## src/rtl/aes_round_ctrl.sv

```systemverilog
// -----------------------------------------------------------------------------
// aes_round_ctrl
//   Sequences one AES-128 block encryption through an external
//   sub_bytes -> shift_rows -> mix_columns datapath. The controller owns the
//   128-bit state register and the round counter. It selects the round key
//   index and folds the returned datapath result back into the state with
//   AddRoundKey (XOR).
//
//   State table:
//     state | meaning
//     IDLE  | waiting for i_start; o_key_idx=0 so the key store presents key 0
//     ROUND | one cipher round per cycle, rnd = 1..NUM_ROUNDS
//     HOLD  | ciphertext presented on o_ciphertext/o_valid until i_ready
//
// Ports:
//   clk            system clock, rising edge
//   n_rst          asynchronous active-low reset
//   i_start        begin one block (accepted in IDLE only)
//   i_plaintext    plaintext block, byte 0 in [127:120]
//   i_round_key    round key for o_key_idx, same cycle
//   o_key_idx      round key index requested this cycle
//   o_state        current state register, drives the external datapath
//   i_sr_data      shift_rows(sub_bytes(o_state)), used in the last round
//   i_mc_data      mix_columns(shift_rows(sub_bytes(o_state))), rounds 1..N-1
//   o_busy         high in ROUND and HOLD
//   o_valid        ciphertext available (HOLD)
//   i_ready        downstream accepts the ciphertext
//   o_ciphertext   result block, zero whenever o_valid is low
// -----------------------------------------------------------------------------
module aes_round_ctrl #(
    parameter int NUM_ROUNDS = 10
) (
    input  logic         clk,
    input  logic         n_rst,
    input  logic         i_start,
    input  logic [127:0] i_plaintext,
    input  logic [127:0] i_round_key,
    output logic [3:0]   o_key_idx,
    output logic [127:0] o_state,
    input  logic [127:0] i_sr_data,
    input  logic [127:0] i_mc_data,
    output logic         o_busy,
    output logic         o_valid,
    input  logic         i_ready,
    output logic [127:0] o_ciphertext
);

    localparam logic [3:0] LAST_RND = 4'(NUM_ROUNDS);

    typedef enum logic [1:0] {
        S_IDLE  = 2'd0,
        S_ROUND = 2'd1,
        S_HOLD  = 2'd2
    } state_e;

    state_e       state_q, state_d;
    logic [3:0]   rnd_q, rnd_d;
    logic [127:0] st_q, st_d;

    always_ff @(posedge clk or negedge n_rst) begin
        if (!n_rst) begin
            state_q <= S_IDLE;
            rnd_q   <= 4'd0;
            st_q    <= '0;
        end else begin
            state_q <= state_d;
            rnd_q   <= rnd_d;
            st_q    <= st_d;
        end
    end

    always_comb begin
        state_d      = state_q;
        rnd_d        = rnd_q;
        st_d         = st_q;
        o_key_idx    = 4'd0;
        o_busy       = 1'b0;
        o_valid      = 1'b0;
        o_ciphertext = '0;

        case (state_q)
            S_IDLE: begin
                // Key 0 is on i_round_key here, giving the initial AddRoundKey.
                if (i_start) begin
                    st_d    = i_plaintext ^ i_round_key;
                    rnd_d   = 4'd1;
                    state_d = S_ROUND;
                end
            end

            S_ROUND: begin
                o_busy    = 1'b1;
                o_key_idx = rnd_q;
                if (rnd_q < LAST_RND) begin
                    st_d  = i_mc_data ^ i_round_key;
                    rnd_d = rnd_q + 4'd1;
                end else begin
                    // Final round skips MixColumns; rnd stays at NUM_ROUNDS.
                    st_d    = i_sr_data ^ i_round_key;
                    state_d = S_HOLD;
                end
            end

            S_HOLD: begin
                o_busy       = 1'b1;
                o_valid      = 1'b1;
                o_ciphertext = st_q;
                // A start arriving with i_ready is dropped: IDLE is only
                // reached after this edge, so the next accept is one cycle later.
                if (i_ready) begin
                    rnd_d   = 4'd0;
                    state_d = S_IDLE;
                end
            end

            default: begin
                state_d = S_IDLE;
                rnd_d   = 4'd0;
            end
        endcase
    end

    assign o_state = st_q;

endmodule

```

## config.mk

```make
export PLATFORM = sky130hd
export DESIGN_NAME = aes_round_ctrl
export DESIGN_NICKNAME = d
export VERILOG_FILES = /design/src/rtl/aes_round_ctrl.sv
export SDC_FILE = /design/constraint.sdc
export NUM_CORES = 1
export LEC_CHECK = 0
export CAP_MARGIN = 20
export CORE_AREA = 10 10 298 300
export DETAILED_ROUTE_END_ITERATION = 7
export DIE_AREA = 0 0 308 310
export HOLD_SLACK_MARGIN = 0.08
export PLACE_DENSITY = 0.49
export SETUP_SLACK_MARGIN = 0.1
export SLEW_MARGIN = 20
export SYNTH_ARGS = -nofsm -noshare
export SYNTH_HDL_FRONTEND = slang
export SYNTH_SLANG_ARGS = --single-unit
export TNS_END_PERCENT = 5
```

## constraint.sdc

```tcl
create_clock -name clk -period 2.6 [get_ports clk]
set_input_delay 0.52 -clock clk [delete_from_list [all_inputs] [get_ports clk]]
set_output_delay 0.52 -clock clk [all_outputs]
set_load 0.1 [all_outputs]
```

# After elaboration in Yosys (flattened, before gate mapping)
# Index checks and enable logic that the tools add are counted.
[word_totals] ff_bits=134 in_bits=516 output_inout_bits=262 elab_cells=35
[op_classes] addsub=1 n_lt_le_gt_ge=1 n_eq_ne=6 n_mux=15 bitwise=3 n_reduce_logical=6
[op_table] op="128-bit 2-to-1 mux" count=3
[op_table] op="128-bit XOR" count=3
[op_table] op="128-bit case mux with 2 select lines" count=1
[op_table] op="4-bit 2-to-1 mux" count=4
[op_table] op="4-bit case mux with 3 select lines" count=1
[op_table] op="2-bit inequality test, second input constant" count=4
[op_table] op="2-bit 2-to-1 mux" count=3
[op_table] op="2-bit case mux with 3 select lines" count=1
[op_table] op="3-bit AND reduction" count=2
[op_table] op="4-bit by 1-bit adder with 4-bit output, second input constant" count=1
[op_table] op="4-bit < comparator, second input constant" count=1
[op_table] op="2-bit by 1-bit == test with 1-bit output, second input constant" count=1
[op_table] op="2-bit == test, second input constant" count=1
[op_table] op="2-bit zero test" count=1
[op_table] op="1-bit 2-to-1 mux" count=2
[op_table] op="2-bit AND reduction" count=1
[op_table] op="2-bit nonzero test" count=1
[op_table] op="2-bit OR reduction" count=1

# Depth between registers and ports, before layout
[logic_depth] ltp_word=3 depth_mapped=9 depth_no_buf=5

# Worst setup path before layout
# Ideal clock, no wire load.
[synth_timing] path_kind="reg2out" start="register state_q[0]" end="output o_ciphertext[100]" arrival_time_ns=2.588 required_time_ns=2.080 setup_slack_ns=-0.508 path_stages_with_launch=6 n_path_buf=2 path_cell_list="dfrtp_1 > inv_1 > ha_1 > clkbuf_1 > clkbuf_1 > and2_1"
[synth_between] elab_chain_len=2
[synth_lines] item="start, declared" line="56" source="state_e state_q, state_d;"
[synth_lines] item="start signal, assigned" line="66" source="state_q <= state_d;"
[synth_lines] item="2-bit == test" line="81" source="case (state_q)"
[synth_lines] item="128-bit 2-to-1 mux" line="81"
[synth_lines] item="end, declared" line="45" source="output logic [127:0] o_ciphertext"
# No other way between the ends.

# Worst setup path after layout
[layout_timing] start="register state_q[0]" end="output o_ciphertext[11]"
# The elaborated chain is that of the path after synthesis.

==> metrics.md <==
| Metric | Value |
|---|---|
| Status | finished, final reports clean |
| Int Power | 11100 µW |
| Worst slew pin tran | 0.783 ns |
| Sw Pwr | 16600 µW |
| Crit path arrival time | 1.97 ns |
| Clock share of power | 10.4% |
| Root buffer cell | clkbuf_16 |
| Hold Path Class | reg -> reg |
| Top cells by area, synth | dfrtp_1 25%, a2111o_1 11%, o2111a_1 11%, mux2_4 8.0%, nand2_1 7.3% |
| Max_cap viols | 0 |
| Max-slew violations | 0 |
| Die Height | 310 µm |
| Number of synthesized register bits | 134 |
| Power per Cell Area | 1140 mW/mm² |
| Combinational share of power | 73.6% |
| Total grt overflow | 0 |
| Layout cells sized above 1 | 31.1% |
| Buf+Inv Stages, Crit Path | 4 |
| Number of global-route vias before repair | 16.1k |
| Worst setup EP type | primary output |
| Final worst path period share | 95.7% |
| Endpoints failing setup | 0 |
| P_leak | 0.0108 µW |
| Cell family with most CP delay | buffers and inverters |
| Number of antenna violations at the first check in global routing | 13 |
| Vias per cell | 4.55 |
| Synth Area per Inst | 8.88 µm² |
| Post-route antenna net violation count | 0 |
| Crit-path max cell delay | 0.43 ns |
| Syn_nets | 2003 |
| Mapped Cells | 1483 |
| Startpoint Class | flip-flop |
| Core Util, Final | 29.5% |
| Die ar. | 0.0955 mm² |
| DP HPWL | 60.6 mm |
| Fin nets | 2713 |
| Clock Sinks | 134 |
| Synth cell types | 32 |
| Setup_tns | 0 ns |
| Synth Cell Area | 0.0132 mm² |
| Placer's final routability congestion estimate | 0.831 |
| DRT iter0 DRCs | 661 |
| Tot GR Track Use | 15.5% |
| Pre-CTS WS | 0.333 ns |
| Setup CP Type | reg -> out |
| Post-synth top area share | 25.5% |
| VDD IR max | 1.07 mV |
| Drt wl/cell | 23.8 µm |
| Core area | 0.0829 mm² |
| Final wirelength | 78.3 mm |
| RSZ-0062 raised after global routing | true |
| Router iterations before antenna repair | 6 |
| Sequential cell area fraction in the yosys report | 25.5% |
| Synth warn | 0 |
| # DRC | 0 |
| Slowest-stage cell, CP | dfrtp_1 |
| Crit-path max FO | 27 |
| Pin count of the biggest net entering global routing | 109 |
| CP Cell Sequence | inv_2, ha_4, buf_4, clkbuf_16, and2_2, buf_12 |
| Final worst slack | 0.113 ns |
| IO Port Bufs | 777 |
| IO Pins | 778 |
| Clock latency on the worst-skew pair | 0.48 ns |
| Worst Clk Skew | 0.00757 ns |
| Design area | 0.0244 mm² |
| Vias | 15.0k |
| Tmin final | 2.49 ns |
| Max_slew headroom | 47.8% |
| Sequential share of power | 16.0% |
| Final Non-Filler Cells | 3298 |
| Die Span X | 308 µm |
| First-pass GRT wire length | 111 mm |
| Clock buffer depth | 2 |
| Switch share | 59.9% |
| Synth-to-Final Area Change | 85.4% |
| Initial Util | 15.9% |
| Placed Cells | 3246 |
| H-Tree Depth | 4 |
| CP required | 2.08 ns |
| Maximum clock frequency | 0.402 GHz |
| # rows | 106 |
| Hold Violations, Final | 0 |
| TritonCTS buffer count | 17 |
| Clock Pin Slew Worst Setup and Hold Paths | 0.07 ns |
| CTS tree | done |
| Post-synth top area cell | dfrtp_1 |
| Placement Cell Area | 0.0235 mm² |
-- path summary, 6_finish.rpt --
kind / start / end / slack [ns] / depth (start not counted)
max in group asynchronous: n_rst / o_state[1] / 1.24 / 3
min in group asynchronous: n_rst / o_state[79] / 0.63 / 2
min reg2reg: o_state[94] / o_state[94] / 0.54 / 2
max: state_q[0] / o_ciphertext[11] / 0.11 / 6
max reg2reg: state_q[1] / o_state[84] / 0.27 / 7
min: o_state[94] / o_state[94] / 0.54 / 2
-- state kept, by name, summed over array words and instances, names as in the netlist --
name,flops
o_state,128
state_q,2
rnd_q,4
-- cell type report --
cell class / instances / area, µm²
Antenna cell: 14 / 35.0
Inverter: 132 / 495
Tap cell: 1080 / 1350
Clock buffer: 18 / 439
Clock inverter: 12 / 203
Fill cell: 8674 / 58500
Sequential cell: 134 / 3360
Timing Repair Buffer: 850 / 9750
Multi-Input combinational cell: 1058 / 8780
-- cell usage in the layout (no fill, tap or decap), types with 4 or more instances in the layout --
master           instances
a2111o_1               128
dfrtp_1                131
bufinv_16                5
buf_4                  173
mux2_2                  59
buf_16                   4
clkdlybuf4s50_1        514
and2_2                  87
mux2_4                  71
o211ai_1                59
and2_4                  25
o2111a_1               128
nand2_1                257
o211ai_2                70
and2_1                  20
diode_2                 14
clkbuf_16               18
a21oi_1                128
buf_12                 154
inv_1                  131
-- per-layer routing --
layer	GRT usage (%)	share of wire [%]
met1	17.2	39
met2	28.2	53
met3	4.36	6.3
met4	4.93	1.9
met5	0	0.064
-- power groups by stage --
stage                     sequential [µW]  clock [µW]  combinational [µW]
after floorplan                     10800           0                7590
after global placement               4450           0               20100
after detailed placement             4480           0               20400
after CTS                            4470        3010               20600
after global routing                 4570        3090               21400
final                                4440        2880               20400
-- cells by family (layout without fill, tap and decap cells) --
group / count (synthesis) / count (layout) / synth area share [%]
DFF: 134 / 134 / 25.5
adders and majority gates: 4 / 4 / 0.380
muxes: 131 / 131 / 13.2
and+or+nand+nor: 398 / 398 / 14.0
other: 0 / 14 / 0
AOI/OAI and AO/OA: 525 / 525 / 37.5
buffers and inverters: 291 / 1012 / 9.46
-- worst min-delay path, stage by stage, from the launching register on --
cell	delay [ns]
dfrtp_1	0.37
nand2_1	0.06
o211ai_1	0.08
-- Yosys cell counts (all sizes together) --
library cell,instances
o2111a,128
dfrtp,134
o211a,1
mux2,130
clkbuf,94
buf,65
a211oi,1
o41ai,2
o32a,1
o21ai,1
o22a,2
nand3,1
inv,132
o211ai,129
o21a,1
a21oi,128
a2111o,128
nor2b,2
and2,132
a21boi,1
ha,4
nor3,3
a22o,1
o2bb2ai,1
or2,1
nand2,257
mux2i,1
nand2b,2
-- stage by stage --
| step | hold WS [ns] | power [µW] |
|---|---|---|
| 5_1_grt | 0.572 | 29100 |
| 6_report | 0.540 | 27800 |
| 2_1_floorplan | 0.224 | 18400 |
| 3_5_place_dp | 0.529 | 24900 |
| 4_1_cts | 0.548 | 28100 |
| 3_3_place_gp | 0.520 | 24600 |
-- timing repair --
action,in CTS,in global routing
setup buffers,3,0
pin swaps,0,6
endpoints found under the hold margin,31,0
gates cloned,3,1
gates resized for setup,5,25
endpoints found under the setup margin,79,131
hold buffers,1,0
Note: power is estimated with default switching activity, not from simulation.
